<file path="config.mk">
export PLATFORM = sky130hd
export DESIGN_NAME = sync_fifo_param
export DESIGN_NICKNAME = d
export VERILOG_FILES = /design/src/rtl/sync_fifo_param.sv
export SDC_FILE = /design/constraint.sdc
export NUM_CORES = 1
export LEC_CHECK = 0
export ABC_AREA = 1
export ABC_CLOCK_PERIOD_IN_PS = 3050
export CAP_MARGIN = 20
export CORE_ASPECT_RATIO = 1.75
export CORE_UTILIZATION = 49
export DETAILED_ROUTE_END_ITERATION = 8
export PLACE_DENSITY = 0.69
export SKIP_LAST_GASP = 1
export SYNTH_ARGS = -nofsm -noshare
export SYNTH_HDL_FRONTEND = slang
export SYNTH_SLANG_ARGS = --single-unit
</file>
<file path="constraint.sdc">
create_clock -name clk -period 3.05 [get_ports clk]
set_input_delay 0.61 -clock clk [delete_from_list [all_inputs] [get_ports clk]]
set_output_delay 0.61 -clock clk [all_outputs]
set_load 0.03 [all_outputs]
</file>
<file path="src/rtl/sync_fifo_param.sv">
// sync_fifo_param: single-clock FIFO with almost flags, ack/err handshakes and standard/FWFT read modes
module sync_fifo_param #(
  parameter int SIZE      = 32,
  parameter int DEPTH     = 16,
  parameter int FWFT      = 0,
  parameter int AE_THRESH = 2,
  parameter int AF_THRESH = DEPTH - 2
) (
  input  logic                   clk,
  input  logic                   ainit,
  input  logic                   wr_en,
  input  logic [SIZE-1:0]        din,
  input  logic                   rd_en,
  output logic [SIZE-1:0]        dout,
  output logic                   full_f,
  output logic                   empty_f,
  output logic                   almost_full_f,
  output logic                   almost_empty_f,
  output logic                   wr_ack,
  output logic                   wr_err,
  output logic                   rd_ack,
  output logic                   rd_err,
  output logic [$clog2(DEPTH):0] count
);
  localparam int AW = $clog2(DEPTH);
  localparam int PW = AW + 1;
  if (SIZE < 1 || DEPTH < 4 || (DEPTH & (DEPTH - 1)) != 0 || FWFT < 0 || FWFT > 1 ||
      AE_THRESH < 1 || AE_THRESH >= AF_THRESH || AF_THRESH > DEPTH - 1) begin : g_bad_params
    $error("sync_fifo_param: illegal parameter combination");
  end
  logic [SIZE-1:0] mem [DEPTH];
  logic [PW-1:0]   wptr, rptr, wptr_n, rptr_n, cnt_n;
  logic [SIZE-1:0] head_n, dout_n;
  logic            wr_acc, rd_acc;
  assign wr_acc = wr_en && !full_f;
  assign rd_acc = rd_en && !empty_f;
  assign wptr_n = wptr + PW'(wr_acc);
  assign rptr_n = rptr + PW'(rd_acc);
  assign cnt_n  = wptr_n - rptr_n;
  assign count  = wptr - rptr;
  // next head word bypasses from din when the new head is being written this edge
  always_comb begin
    head_n = (rptr_n == wptr) ? din : mem[rptr_n[AW-1:0]];
    dout_n = (FWFT != 0) ? ((cnt_n != '0) ? head_n : dout) : (rd_acc ? mem[rptr[AW-1:0]] : dout);
  end
  // storage write; reset takes priority so no word lands during ainit
  always_ff @(posedge clk)
    if (!ainit && wr_acc) mem[wptr[AW-1:0]] <= din;
  // pointers, output data and flags registered from next-state occupancy
  always_ff @(posedge clk) begin
    if (ainit) begin
      wptr           <= '0;
      rptr           <= '0;
      dout           <= '0;
      full_f         <= 1'b0;
      empty_f        <= 1'b1;
      almost_full_f  <= 1'b0;
      almost_empty_f <= 1'b1;
      wr_ack         <= 1'b0;
      wr_err         <= 1'b0;
      rd_ack         <= 1'b0;
      rd_err         <= 1'b0;
    end else begin
      wptr           <= wptr_n;
      rptr           <= rptr_n;
      dout           <= dout_n;
      full_f         <= cnt_n == PW'(DEPTH);
      empty_f        <= cnt_n == '0;
      almost_full_f  <= cnt_n >= PW'(AF_THRESH);
      almost_empty_f <= cnt_n <= PW'(AE_THRESH);
      wr_ack         <= wr_acc;
      wr_err         <= wr_en && !wr_acc;
      rd_ack         <= rd_acc;
      rd_err         <= rd_en && !rd_acc;
    end
  end
endmodule

</file>
## Yosys cells after proc, flatten, opt, wreduce, memory -nomap -nowiden

Memory sizes are Yosys's and may differ from the RTL's. A register that Yosys moved wholly into a read port is not among the register bits.
Index checks and enable logic that the tools add are counted.

- Register bits: 18
- Bits in writable memories: 512
- Input bits: 36
- Output and inout bits: 45
- Logic and storage cells: 31
- Memories: 1

- Add/subtract/negate cells: 4
- $lt $le $gt $ge: 2
- Equal/unequal tests: 1
- Mux-type cells: 2
- Reduce and logical (&&, ||, !) cells: 11

Memories:

| memory | words | bits a word | read ports | clocked after Yosys merged registers in | wr ports | line | text |
|---|---|---|---|---|---|---|---|
| mem | 16 | 32 | 1 | 1 | 1 | 31 | `logic [SIZE-1:0] mem [DEPTH];` |

Operator list:

| cell | count |
|---|---|
| 5-bit by 1-bit adder with 5-bit output | 2 |
| 5-bit subtractor | 2 |
| 5-bit == test, second input constant | 1 |
| 5-bit by 4-bit greater-or-equal comparator with 1-bit output, second input constant | 1 |
| 5-bit by 2-bit less-or-equal comparator with 1-bit output, second input constant | 1 |
| 1-bit logical AND | 5 |
| 1-bit zero test | 5 |
| 5-bit zero test | 1 |
| 1-bit two-way mux | 2 |

## Logic depth before layout (Yosys ltp)

Gate-level depths: netlist (run 1).

- Word-level depth: 5
- Mapped depth: 19
- Mapped depth without buffers: 18

## Worst setup path before layout (run 1)

OpenSTA, ideal clock, no wires.

- Kind: input to register
- Start: input port ainit
- End: memory mem[10][0], enable pin
- Setup time: 0.421 ns
- Data arrival time: 2.526 ns
- Data required time: 2.629 ns
- Setup slack: 0.103 ns
- Stages: 3
- Buffers on the path: 0
- Path through: nor3_1 > nand3_1 > nor2_1

- Word-level cells in the longest chain between the ends: 4

RTL lines:

| element | line | text |
|---|---|---|
| start, declared | 10 | `input logic ainit,` |
| 1-bit zero test | 48 | `if (!ainit && wr_acc) mem[wptr[AW-1:0]] <= din;` |
| 1-bit logical AND | 48 |  |
| 1-bit two-way mux | 48 |  |
| 1-bit two-way mux (implied by the code) | 48 |  |
| end, declared | 31 |  |

No other way between the ends.

## Final worst setup path (run 1)

- Start: register wptr[0]
- End: output port count[4]

- Word-level cells in the longest chain between the ends: 1

RTL lines:

| element | line | text |
|---|---|---|
| start, declared | 32 | `logic [PW-1:0] wptr, rptr, wptr_n, rptr_n, cnt_n;` |
| start signal, assigned | 64 | `wptr <= wptr_n;` |
| 5-bit subtractor | 40 | `assign count = wptr - rptr;` |
| end, declared | 23 | `output logic [$clog2(DEPTH):0] count` |

No other way between the ends.

==> impl_metrics.toml, run 1 <==
[job]
cap_violations = 0

[sta]
slew_headroom = 0.286
report.final.slew_viol_count = 0
skew_ps = 11.2
grt_setup_unrepaired = "false"
tightest_slew_ps = 1070
setup_tns_ps = 0
finalSetupViolations = 0
setup_ws_ps = 166
fmax_mhz = 347
fin_crit_sh = 0.946
hold_viol_final = 0
period_minus_slack_ps = 2880

[global_route]
grt_max_degree = 205
grt_pass1_wl_mm = 86.7
met1_usage = 0.280
first_global_vias = 15400
grt_busiest_layer = "met2"
grt_overflow = 0
antenna_found_initial = 3
grt_util_met2 = 0.430
use_met3 = 0.0248
grtUsageTotal = 0.235

[logic_synthesis]
synth-seq-area-share = 0.703
synth_mux_area_frac = 0
yosysWarningCount = 0
syn_inst = 2203
synth_area_mm2 = 0.0233
synthAdderAreaFrac = 0.00763
synthSimpleGateAreaFrac = 0.236
synth-xor-area-share = 0.00301
synth_compound_area_frac = 0.00161
syn_area_per_cell_um2 = 10.6
synth_top_family_by_area = "simple AND/OR/NAND/NOR gates"
synth_nets = 2252
synth_seq_cells = 562
synth_cell_type_count = 26

[place]
routabilityCongestion = 0.828
dpl_worst_slack_ps = 5.68
portBuffers = 80
dpl.hpwl_mm = 29.9

[floorplan]
fp-row-count = 105
die_h_um = 290
coreArea_mm2 = 0.0469
initial_core_util = 0.497
die_w_um = 167
boundaryPins = 81
fp.dieArea_mm2 = 0.0485

[final_layout]
final_layout_size_suffix_gt1_frac = 0.0653
final_util = 0.566
nNetsFinal = 2320
layout_commonest_cell = "nand2_1"
mostFrequentLayoutCells = "1035 x nand2_1, 512 x edfxtp_1, 234 x nand3_1"
area_delta_synth_final_pct = 13.9

[route]
num_vias = 15500
wl_mm = 55.9
route.detailed.drc = 0
vias_per_cell = 5.34
avgRoutedWirePerCell_um = 19.3
first_pass_iters = 5
drt_iter0_markers = 1456
ant_nets = 0

[critical_path]
start_kind = "register"
critical_path.max_stage_delay_ps = 410
rr_worst_depth = 10
path_class = "register to output pin"
crit_cells = 7
cpMaxStageDelayCell = "fa_1"
r2r-start = "rptr[0]"
critPathMaxFanout = 4
cp.arrival_ps = 2270
rrSetupSlack_ps = 670
worst_path_dominant_cell_family = "adder cells"
crit_required_ps = 2440
path_buf_inv = 2
reg2reg_to = "dout[5]"
cp_cell_sequence = "inv_1, ha_1, fa_1, nor2_1, a211oi_1, xor2_1, buf_4"
critPathCaptureType = "output pin"

[cts]
clk_latency_ps = 580
hold_buffers = 0
htreeDepth = 2
cts.sinks = 562
cts_root_buf = "clkbuf_16"
cts_made_buffers = 48
clock_path_buffers = 3
clk_pin_slew_ps = 60
cts_tree = "done"

[worst_hold_path]
hp-start = "ainit"
worst_hold_path.endpoint = "wr_ack"
worstHoldPathCells = 3
hp-class = "input port to register"

[power_and_ir_drop]
ir_drop_mv = 0.438
p_leak_nw = 10.4
p_per_area_mw_per_mm2 = 638

[status]
outcome = "complete, no violations"
==> tightest hold or removal path: stages <==
cell    delay [ps]
buf_2          100
nor3_1          60
buf_4          150
==> repair_timing <==
item                                    in CTS  in global routing
buffers inserted                             0                  0
pin swaps                                    0                  0
endpoints found under the setup margin       1                  1
hold endpoints to repair                     0                  0
resized for setup                            1                  1
==> registers in the layout, indices dropped and copies added (netlist names) <==
name and flops:
dout 32, full_f 1, rd_ack 1, rptr 5, wptr 5, wr_err 1
empty_f 1, rd_err 1, almost_full_f 1, wr_ack 1, mem 512, almost_empty_f 1
==> cell usage after synthesis <==
library cell / count / area share
fa_1: 2 / 0.0017
nand3_1: 234 / 0.050
nand2_1: 1035 / 0.17
nor3_1: 2 / 0.00043
a211oi_1: 1 / 0.00032
dfxtp_1: 50 / 0.043
nor2_1: 101 / 0.016
buf_6: 16 / 0.0077
clkbuf_1: 13 / 0.0021
edfxtp_1: 512 / 0.66
buf_4: 12 / 0.0039
o21ai_0: 2 / 0.00043
inv_2: 4 / 0.00064
nand3b_1: 1 / 0.00032
nand2_2: 1 / 0.00027
inv_1: 120 / 0.019
xor2_1: 6 / 0.0023
buf_2: 65 / 0.014
nand4_1: 2 / 0.00054
buf_1: 4 / 0.00064
ha_1: 11 / 0.0059
a21oi_1: 4 / 0.00086
clkbuf_8: 1 / 0.00059
nor2_8: 1 / 0.00086
nor2_2: 1 / 0.00027
xnor2_1: 2 / 0.00075
==> where the power goes <==
part	internal [mW]	switching, mW	total [mW]
clock network	3.49	2.72	6.21
registers	8.55	0.0824	8.63
logic	0.674	1.41	2.08
==> cell type report <==
class / instances / area, um2
Fill cell: 3767 / 20400
Sequential cell: 562 / 16400
Multi-Input combinational cell: 1406 / 5910
Timing Repair Buffer: 129 / 1420
Clock buffer: 67 / 1360
Tap cell: 588 / 736
Inverter: 124 / 470
Clock inverter: 23 / 240
Antenna cell: 3 / 7.51
==> logic make-up after synthesis <==
| kind of cell | after synthesis |
|---|---|
| DFF | 562 |
| AOI/OAI and AO/OA | 7 |
| xor gates and xnor gates | 8 |
| buffers and inverters | 235 |
| adders and majority gates | 13 |
| and+or+nand+nor | 1378 |
==> how the worst max path moves through the flow <==
| stage | from | to | slack [ps] |
|---|---|---|---|
| 2_1_floorplan | ainit | mem[10][0] | 100 |
| 4_1_cts | rptr[2] | count[4] | 50 |
| 3_3_place_gp | rd_en | almost_empty_f | 100 |
| 5_1_grt | wptr[0] | count[4] | 8 |
| 3_5_place_dp | wr_en | full_f | 6 |
| 6_report | wptr[0] | count[4] | 170 |
==> routing by layer <==
| metal | vias up | part of all wire |
|---|---|---|
| li1 | 7366 | - |
| met5 | - | 0 |
| met2 | 544 | 0.53 |
| met4 | 0 | 0.033 |
| met1 | 7481 | 0.38 |
| met3 | 118 | 0.062 |
==> stage by stage <==
stage / std cells / hold WS, ps / cell area (um2) / total power [mW]
after CTS: 2899 / 378 / 26500 / 17.0
after global routing: 2901 / 396 / 26500 / 17.5
after global placement: 2809 / 501 / 24900 / 10.8
after detailed placement: 2809 / 492 / 24900 / 10.9
after floorplan: 2203 / 528 / 23300 / 10.2
final: 2902 / 397 / 26500 / 16.9
Power figures use the tool's default switching activity.
==> inputs of run 2 (changes only) <==
--- a/config.mk
+++ b/config.mk
@@ -9,10 +9,12 @@
 export ABC_CLOCK_PERIOD_IN_PS = 3050
 export CAP_MARGIN = 20
 export CORE_ASPECT_RATIO = 1.75
+export CORE_MARGIN = 4
 export CORE_UTILIZATION = 49
 export DETAILED_ROUTE_END_ITERATION = 8
 export PLACE_DENSITY = 0.69
 export SKIP_LAST_GASP = 1
+export SLEW_MARGIN = 20
 export SYNTH_ARGS = -nofsm -noshare
 export SYNTH_HDL_FRONTEND = slang
 export SYNTH_SLANG_ARGS = --single-unit
==> run 2 against run 1 <==
Effect of this change:
- clock power grew 2%
- setup slack improved by 28 ps
- global-route usage is 2.2 points lower
- wire length is 1.3% lower
- final area down 0.24%
- combinational power hardly changed
==> impl_metrics.toml, run 2 (synthesized netlist as in run 1, its figures left out) <==
[final_layout]
nNetsFinal = 2322
area_delta_synth_final_pct = 13.6
largest_reg_flops = 512
layout_commonest_cell = "nand2_1"
final_layout_size_suffix_gt1_frac = 0.0688
mostFrequentLayoutCells = "1035 x nand2_1, 512 x edfxtp_1, 234 x nand3_1"

[critical_path]
worst_path_dominant_cell_family = "adder cells"
start_kind = "register"
critical_path.max_stage_delay_ps = 410
critPathMaxFanout = 4
cp.arrival_ps = 2250
critPathCaptureType = "output pin"
crit_required_ps = 2440
crit_start = "wptr[0]"
cp_cell_sequence = "inv_1, ha_1, fa_1, nor2_1, a211oi_1, xor2_1, buf_4"
path_buf_inv = 2
cpMaxStageDelayCell = "fa_1"
r2r-start = "rptr[0]"
path_class = "register to output pin"

[sta]
slew_headroom = 0.167
setup_ws_ps = 194
hold_viol_final = 0
skew_ps = 18.3
setup_tns_ps = 0
tightest_slew_ps = 1250
finalSetupViolations = 0
grt_setup_unrepaired = "false"
period_minus_slack_ps = 2860
fin_crit_sh = 0.936
fmax_mhz = 350
report.final.slew_viol_count = 0

[global_route]
grt_pass1_wl_mm = 85.7
antenna_found_initial = 2
grt_overflow = 0
grtUsageTotal = 0.213
grt_max_degree = 195
first_global_vias = 15500

[cts]
cts_root_buf = "clkbuf_16"
clock_path_buffers = 3
cts_setup_buffers = 0
cts.sinks = 562
cts_tree = "done"
clk_latency_ps = 580
htreeDepth = 2
clk_pin_slew_ps = 70
cts_made_buffers = 49

[route]
vias_per_cell = 5.31
num_vias = 15400
drt_iter0_markers = 1378
ant_nets = 0
route.detailed.drc = 0
wl_mm = 55.2
avgRoutedWirePerCell_um = 19.0
first_pass_iters = 5

[place]
dpl_worst_slack_ps = 29.8
portBuffers = 80
routabilityCongestion = 0.805
dpl.hpwl_mm = 29.8

[power_and_ir_drop]
p_leak_nw = 10.4
ir_drop_mv = 0.428
p_per_area_mw_per_mm2 = 645

[floorplan]
die_w_um = 173
fp.dieArea_mm2 = 0.0512
initial_core_util = 0.495
boundaryPins = 81
fp-row-count = 105
coreArea_mm2 = 0.0470
die_h_um = 296

[job]
cap_violations = 0

[worst_hold_path]
hp-class = "input port to register"
hp-start = "ainit"

[status]
outcome = "complete, no violations"
==> run 2: changes by cell type in the layout (fill, tap and decap cells not counted), sizes merged <==
cell,before,now
clkbuf,67,61
clkinvlp,1,3
clkinv,16,17
bufinv,4,6
buf,53,54
diode,3,2
==> run 2: path summary, 6_finish.rpt <==
kind / cells after the start / slack, ps / endpoint
worst max-delay path: 7 / 190 / count[4]
worst min register to register: 2 / 510 / rd_err
worst max register to register: 10 / 580 / dout[30]
worst min-delay path: 3 / 400 / wr_ack
==> run 2: tightest hold or removal path, stage by stage <==
cell and delay [ps]:
buf_2 100, nor3_1 50, buf_4 150
==> run 2: cell type report <==
class	count	area, um2
Multi-Input combinational cell	1406	5910
Tap cell	588	736
Inverter	124	470
Clock inverter	28	314
Clock buffer	61	1320
Antenna cell	2	5.00
Fill cell	3842	20600
Sequential cell	562	16400
Timing Repair Buffer	130	1330
==> run 2: repair_timing <==
action,4_1_cts,5_1_grt
hold buffers,0,0
endpoints found under the setup margin,1,1
resized for setup,1,1
==> run 2: power breakdown <==
| part | switching [mW] | internal, mW | total [mW] |
|---|---|---|---|
| Sequential | 0.0823 | 8.55 | 8.63 |
| Clock | 2.73 | 3.59 | 6.32 |
| Combinational | 1.43 | 0.674 | 2.10 |
| Total | 4.24 | 12.8 | 17.1 |
==> run 2: metal layers <==
metal,track usage,vias up,part of all wire
li1,-,7373,-
met1,0.242,7377,0.37
met2,0.405,532,0.53
met3,0.0261,131,0.056
met4,0.0914,0,0.040
met5,0,-,0
==> run 2: through the flow <==
stage                     power [mW]   util  instance area [um2]  cells  hold WS [ps]
after global placement          10.9  0.528                24800   2810           508
after global routing            17.7  0.563                26500   2901           401
after CTS                       17.2  0.563                26500   2899           374
after floorplan                 10.2      -                23300   2203           528
after detailed placement        10.9  0.528                24800   2810           507
final                           17.1  0.563                26500   2901           400
==> inputs of run 3 (changes only) <==
--- a/config.mk
+++ b/config.mk
@@ -5,7 +5,7 @@
 export SDC_FILE = /design/constraint.sdc
 export NUM_CORES = 1
 export LEC_CHECK = 0
-export ABC_AREA = 1
+export ABC_AREA = 0
 export ABC_CLOCK_PERIOD_IN_PS = 3050
 export CAP_MARGIN = 20
 export CORE_ASPECT_RATIO = 1.75
==> run 3 against run 2 <==
Effect of this change:
- hold slack gained 43 ps
- via count shrank 33%
- die area shrank 7.8%
- sequential share of layout area grew 3.7 points
- clock power shrank 4.0%
- final area shrank 5.7%
- critical path depth shrank 2
- first-iteration DRC count shrank 42%
- flip-flop and latch count is the same
- fmax grew 1.8%
- wire length shrank 17%
- largest cell class unchanged
==> impl_metrics.toml, run 3 <==
[logic_synthesis]
yosysMostFrequentCell = "edfxtp_1"
yosysWarningCount = 0
synth_cell_type_count = 32
synth-edff-count = 512
synth.area.top_cells = "edfxtp_1 72%, mux4_2 13%, dfxtp_1 4.7%"
synth_area_mm2 = 0.0214
synth_seq_cells = 562
syn_area_per_cell_um2 = 20.5
syn_inst = 1046
yosys.area.top_type_share = 0.718
synth-seq-area-share = 0.765
async_flop_share = 0
synth_nets = 1095
synth_area_leader_cell = "edfxtp_1"
synth_top_flop_cell = "edfxtp_1"
synth_common_cells = "512 x edfxtp_1, 128 x mux4_2, 103 x nand2_1"

[route]
num_vias = 10300
met1Wirelength_mm = 16.9
ant_nets = 0
drt_iter0_markers = 797
avgRoutedWirePerCell_um = 25.8
vias_per_cell = 5.82
route.detailed.drc = 0
wl_mm = 45.7
first_pass_iters = 5
routed-wl-met2_mm = 25.3
wl_met3_mm = 2.33
topRoutingLayerUsed = "met5"

[floorplan]
die_w_um = 166
coreArea_mm2 = 0.0433
fp.dieArea_mm2 = 0.0472
boundaryPins = 81
initial_core_util = 0.494
fp-row-count = 101
die_h_um = 285

[sta]
finalSetupViolations = 0
grt_setup_unrepaired = "false"
period_minus_slack_ps = 2800
hold_viol_final = 0
report.final.slew_viol_count = 0
whs_ps = 443
fmax_mhz = 357
fin_crit_sh = 0.920
slew_headroom = 0.445
skew_ps = 9.98
tightest_slew_ps = 832

[cts]
cts.sinks = 562
htreeDepth = 2
cts_root_buf = "clkbuf_16"
clock_path_buffers = 3
clk_pin_slew_ps = 70
cts_made_buffers = 47
clk_latency_ps = 560
cts_tree = "done"
cts_setup_buffers = 0

[final_layout]
layout_commonest_cell = "edfxtp_1"
nNetsFinal = 1214
design_area_mm2 = 0.0250
fin_cells = 1771
largest_reg_flops = 512
mostFrequentLayoutCells = "512 x edfxtp_1, 128 x mux4_2, 103 x nand2_1"
area_delta_synth_final_pct = 16.6
final_layout_size_suffix_gt1_frac = 0.224

[job]
cap_violations = 0

[critical_path]
crit_required_ps = 2440
crit_start = "wptr[0]"
reg2reg_to = "almost_full_f"
critPathMaxFanout = 2
cpMaxStageDelayCell = "fa_1"
critical_path.max_stage_delay_ps = 420
cp-endpoint = "count[2]"
rrSetupSlack_ps = 510
r2r-start = "wptr[0]"
cp.arrival_ps = 2190
crit_cells = 5
start_kind = "register"
critPathCaptureType = "output pin"
worst_path_dominant_cell_family = "adder cells"
path_class = "register to output pin"
path_buf_inv = 2
rr_worst_depth = 10
cp_cell_sequence = "inv_1, ha_1, fa_1, xnor2_1, dlygate4sd2_1"

[place]
dpl_cell_area_mm2 = 0.0234
dpl.hpwl_mm = 25.2
placed_cells = 1682
portBuffers = 80
routabilityCongestion = 0.782

[worst_hold_path]
worstHoldPathCells = 3
hp-class = "input port to register"

[global_route]
antenna_found_initial = 2
grtUsageTotal = 0.196
first_global_vias = 11100
grt_overflow = 0
grt_max_degree = 129
grt_pass1_wl_mm = 69.8

[power_and_ir_drop]
ir_drop_mv = 0.511
p_leak_nw = 8.02
power_mw = 16.3
p_per_area_mw_per_mm2 = 655

[status]
outcome = "complete, no violations"
-- run 3: through the flow --
step / setup TNS [ps] / setup slack, ps / util
6_report: 0 / 245 / 0.576
5_1_grt: 0 / 95.5 / 0.576
4_1_cts: 0 / 200 / 0.576
3_5_place_dp: -228 / -182 / 0.540
3_3_place_gp: -142 / -142 / 0.540
2_1_floorplan: -26110 / -272 / -
-- run 3: layout make-up --
cell class | count | area [um2]
antenna | 1 | 2.50
clock buffer | 72 | 1360
clock inverter | 16 | 195
fill | 3136 | 18400
inverter | 14 | 53.8
multi-input combinational | 413 | 4830
sequential | 562 | 16400
tap | 566 | 708
timing repair buffer | 127 | 1420
-- run 3: kinds of logic after synthesis --
family,Yosys count,share of synthesized area
AO/OA/AOI/OAI,76,0.0261
XOR/XNOR,15,0.00614
adder cells (fa/ha/maj),13,0.00830
buffers and inverters,71,0.0162
flip-flops,562,0.765
multiplexers,160,0.150
AND/OR/NAND/NOR,149,0.0287
-- run 3: where the power goes --
group | internal (mW) | switching [mW] | total [mW]
clock | 3.44 | 2.63 | 6.07
combinational | 0.684 | 0.919 | 1.60
sequential | 8.57 | 0.103 | 8.68
-- run 3: metal layers --
| metal | up-vias | global-route usage |
|---|---|---|
| met5 | - | 0 |
| met4 | 2 | 0.0586 |
| met3 | 91 | 0.0278 |
| met2 | 306 | 0.359 |
| met1 | 5431 | 0.242 |
| li1 | 4471 | - |
-- run 3: tightest hold or removal path, stage by stage --
cell and delay (ps):
buf_2 110, nor2b_1 80, buf_4 150
-- run 3: how the worst min path moves through the flow --
stage	startpoint	end	slack, ps
after global routing	ainit	wr_ack	420
after detailed placement	empty_f	rd_err	470
after CTS	ainit	wr_ack	420
final	ainit	wr_ack	440
after floorplan	rptr[4]	rptr[4]	530
after global placement	empty_f	rd_err	460
-- run 3: what timing repair did --
| item | 4_1_cts | 5_1_grt |
|---|---|---|
| setup endpoints to repair | 2 | 0 |
| resized for setup | 2 | 0 |
| hold buffers | 0 | 0 |
==> patch, RTL diff (flow settings as in run 2) <==
Set the parameter `DEPTH` to 32 (it was 16).
--- a/src/rtl/sync_fifo_param.sv
+++ b/src/rtl/sync_fifo_param.sv
@@ -1,7 +1,7 @@
 // sync_fifo_param: single-clock FIFO with almost flags, ack/err handshakes and standard/FWFT read modes
 module sync_fifo_param #(
   parameter int SIZE      = 32,
-  parameter int DEPTH     = 16,
+  parameter int DEPTH     = 32,
   parameter int FWFT      = 0,
   parameter int AE_THRESH = 2,
   parameter int AF_THRESH = DEPTH - 2
Interface: changed (resized count); port bits go from 81 to 82. No check against the original RTL was run, so the function may have changed too.
==> patch against run 2 <==
Via count grew 87%; clock skew is essentially flat; worst setup slack lost 0.099 ns; non-clock buffer count grew 105; clock power grew 91%; sequential cell count grew 514; utilization grew 0.25 points; synthesized area grew 87%; final area grew 88%; power grew 93%; routed wire length grew 110%; critical path depth grew 1; count of clock-buffer cells in the layout grew 52; global-route usage grew 3.5 points.
==> patch: results (changes against run 2) <==
Flops & latches, synth = 1076 (+91%)
Clock Power = 12100 uW (+91%)
Global-route wire length before repair = 174000 um (+100%)
Multi-In Gates = 2407 (+71%)
Met1 usage in global routing = 0.300 (+0.0582)
Starting DRT DRC Count = 2991 (+120%)
Crit path DAT = 2.34 ns (+0.09 ns)
CTS H-Tree Depth = 3 (+1)
Nets = 3932 (+69%)
Largest net degree at the start of global routing = 180 (-7.7%)
R2R setup slack = 0.48 ns (-0.10 ns)
Leak = 0.0184 uW (+76%)
Max stage delay cell, worst path = dfxtp_4
Resize count post-CTS = 3 (+2)
Xor/xnor share of the synthesized area = 0.00221 (-0.000796)
Syn_area_per_cell = 11.6 um2 (+9.3%)
Syn Nets = 3821 (+70%)
GR Util met3 = 0.0362 (+0.0101)
Cell variety after synth = 25 (-3.8%)
DRT met1 WL = 43100 um (+110%)
Repair and plain buffers = 235 (+81%)
Compound-Gate Fraction of Synth Area = 0.0167 (+0.0151)
Core footprint = 88100 um2 (+87%)
1st-pass router iterations = 6 (+1)
Pre-CTS setup slack = -0.290 ns (-0.320 ns)
Worst skew pair latency = 0.67 ns (+0.09 ns)
Routed wl met3 = 7840 um (+150%)
Cell Area, Placed = 46600 um2 (+88%)
Adder-cell area share of the yosys netlist = 0.00494 (-0.00269)
Routed WL = 117000 um (+110%)
Worst-path fanout max = 5 (+1)
Worst vdd ir = 0.473 mV (+10%)
Inverters = 68 (-45%)
Share of cells above drive strength 1 = 0.0872 (+0.0184)
Non-clock buffer share = 0.0524 (+0.00237)
R2r endpoint = full_f$_SDFF_PP0_
Sequential share of cell area = 0.639 (+0.0198)
Max reg flops = 1024 (+100%)
Final hold slack = 0.258 ns (-0.142 ns)
Reg-to-Reg Start = empty_f$_SDFF_PP1_
Status = complete, no violations
Number of port buffers = 81 (+1.3%)
Non-filler cells, final = 5125 (+77%)
Met2 usage = 0.438 (+0.0328)
Relative slew margins = 0.221 (+0.0541)
Number of global-route vias before repair = 28236 (+82%)
DR top layer = met5
Fraction of area in clock buffers and inverters = 0.0621 (+0.000299)
Total CTS buffers = 92 (+88%)
Fill cells = 7063 (+84%)
P_sw = 8410 uW (+99%)
Initial antenna violation count = 3 (+1)
Largest cells by area after synthesis = edfxtp_1 (71%), nand2_1 (13%), nand3_1 (7.3%)
HPWL Detailed = 62600 um (+110%)
Register-to-Register Path Depth = 13 (+3)
-- patch: cell types whose count changed after synthesis, sizes merged, moves of 18 or more --
cell / before / now
edfxtp: 512 / 1024
nand2: 1036 / 1473
nand3: 234 / 635
a21oi: 4 / 134
buf: 97 / 196
inv: 124 / 68
nor2: 103 / 121
-- patch: worst max path at each step --
stage                                          end  slack [ns]  cells after the start
after CTS                                 count[5]       -0.24                      7
final                                     count[5]         0.1                      8
after global placement    almost_full_f$_SDFF_PP0_       -0.29                     19
after global routing                      count[5]      -0.002                      8
after floorplan                mem[0][0]$_DFFE_PP_       0.003                      3
after detailed placement  almost_full_f$_SDFF_PP0_       -0.29                     19
-- patch: logic make-up (layout without fill, tap and decap cells) --
group           count (synthesis)  after routing
other cells                     0              2
buf+inv                       286            472
flops                        1076           1076
compound gates                144            144
simple gates                 2236           2236
fa+ha+maj                      16             16
xor+xnor                       11             11
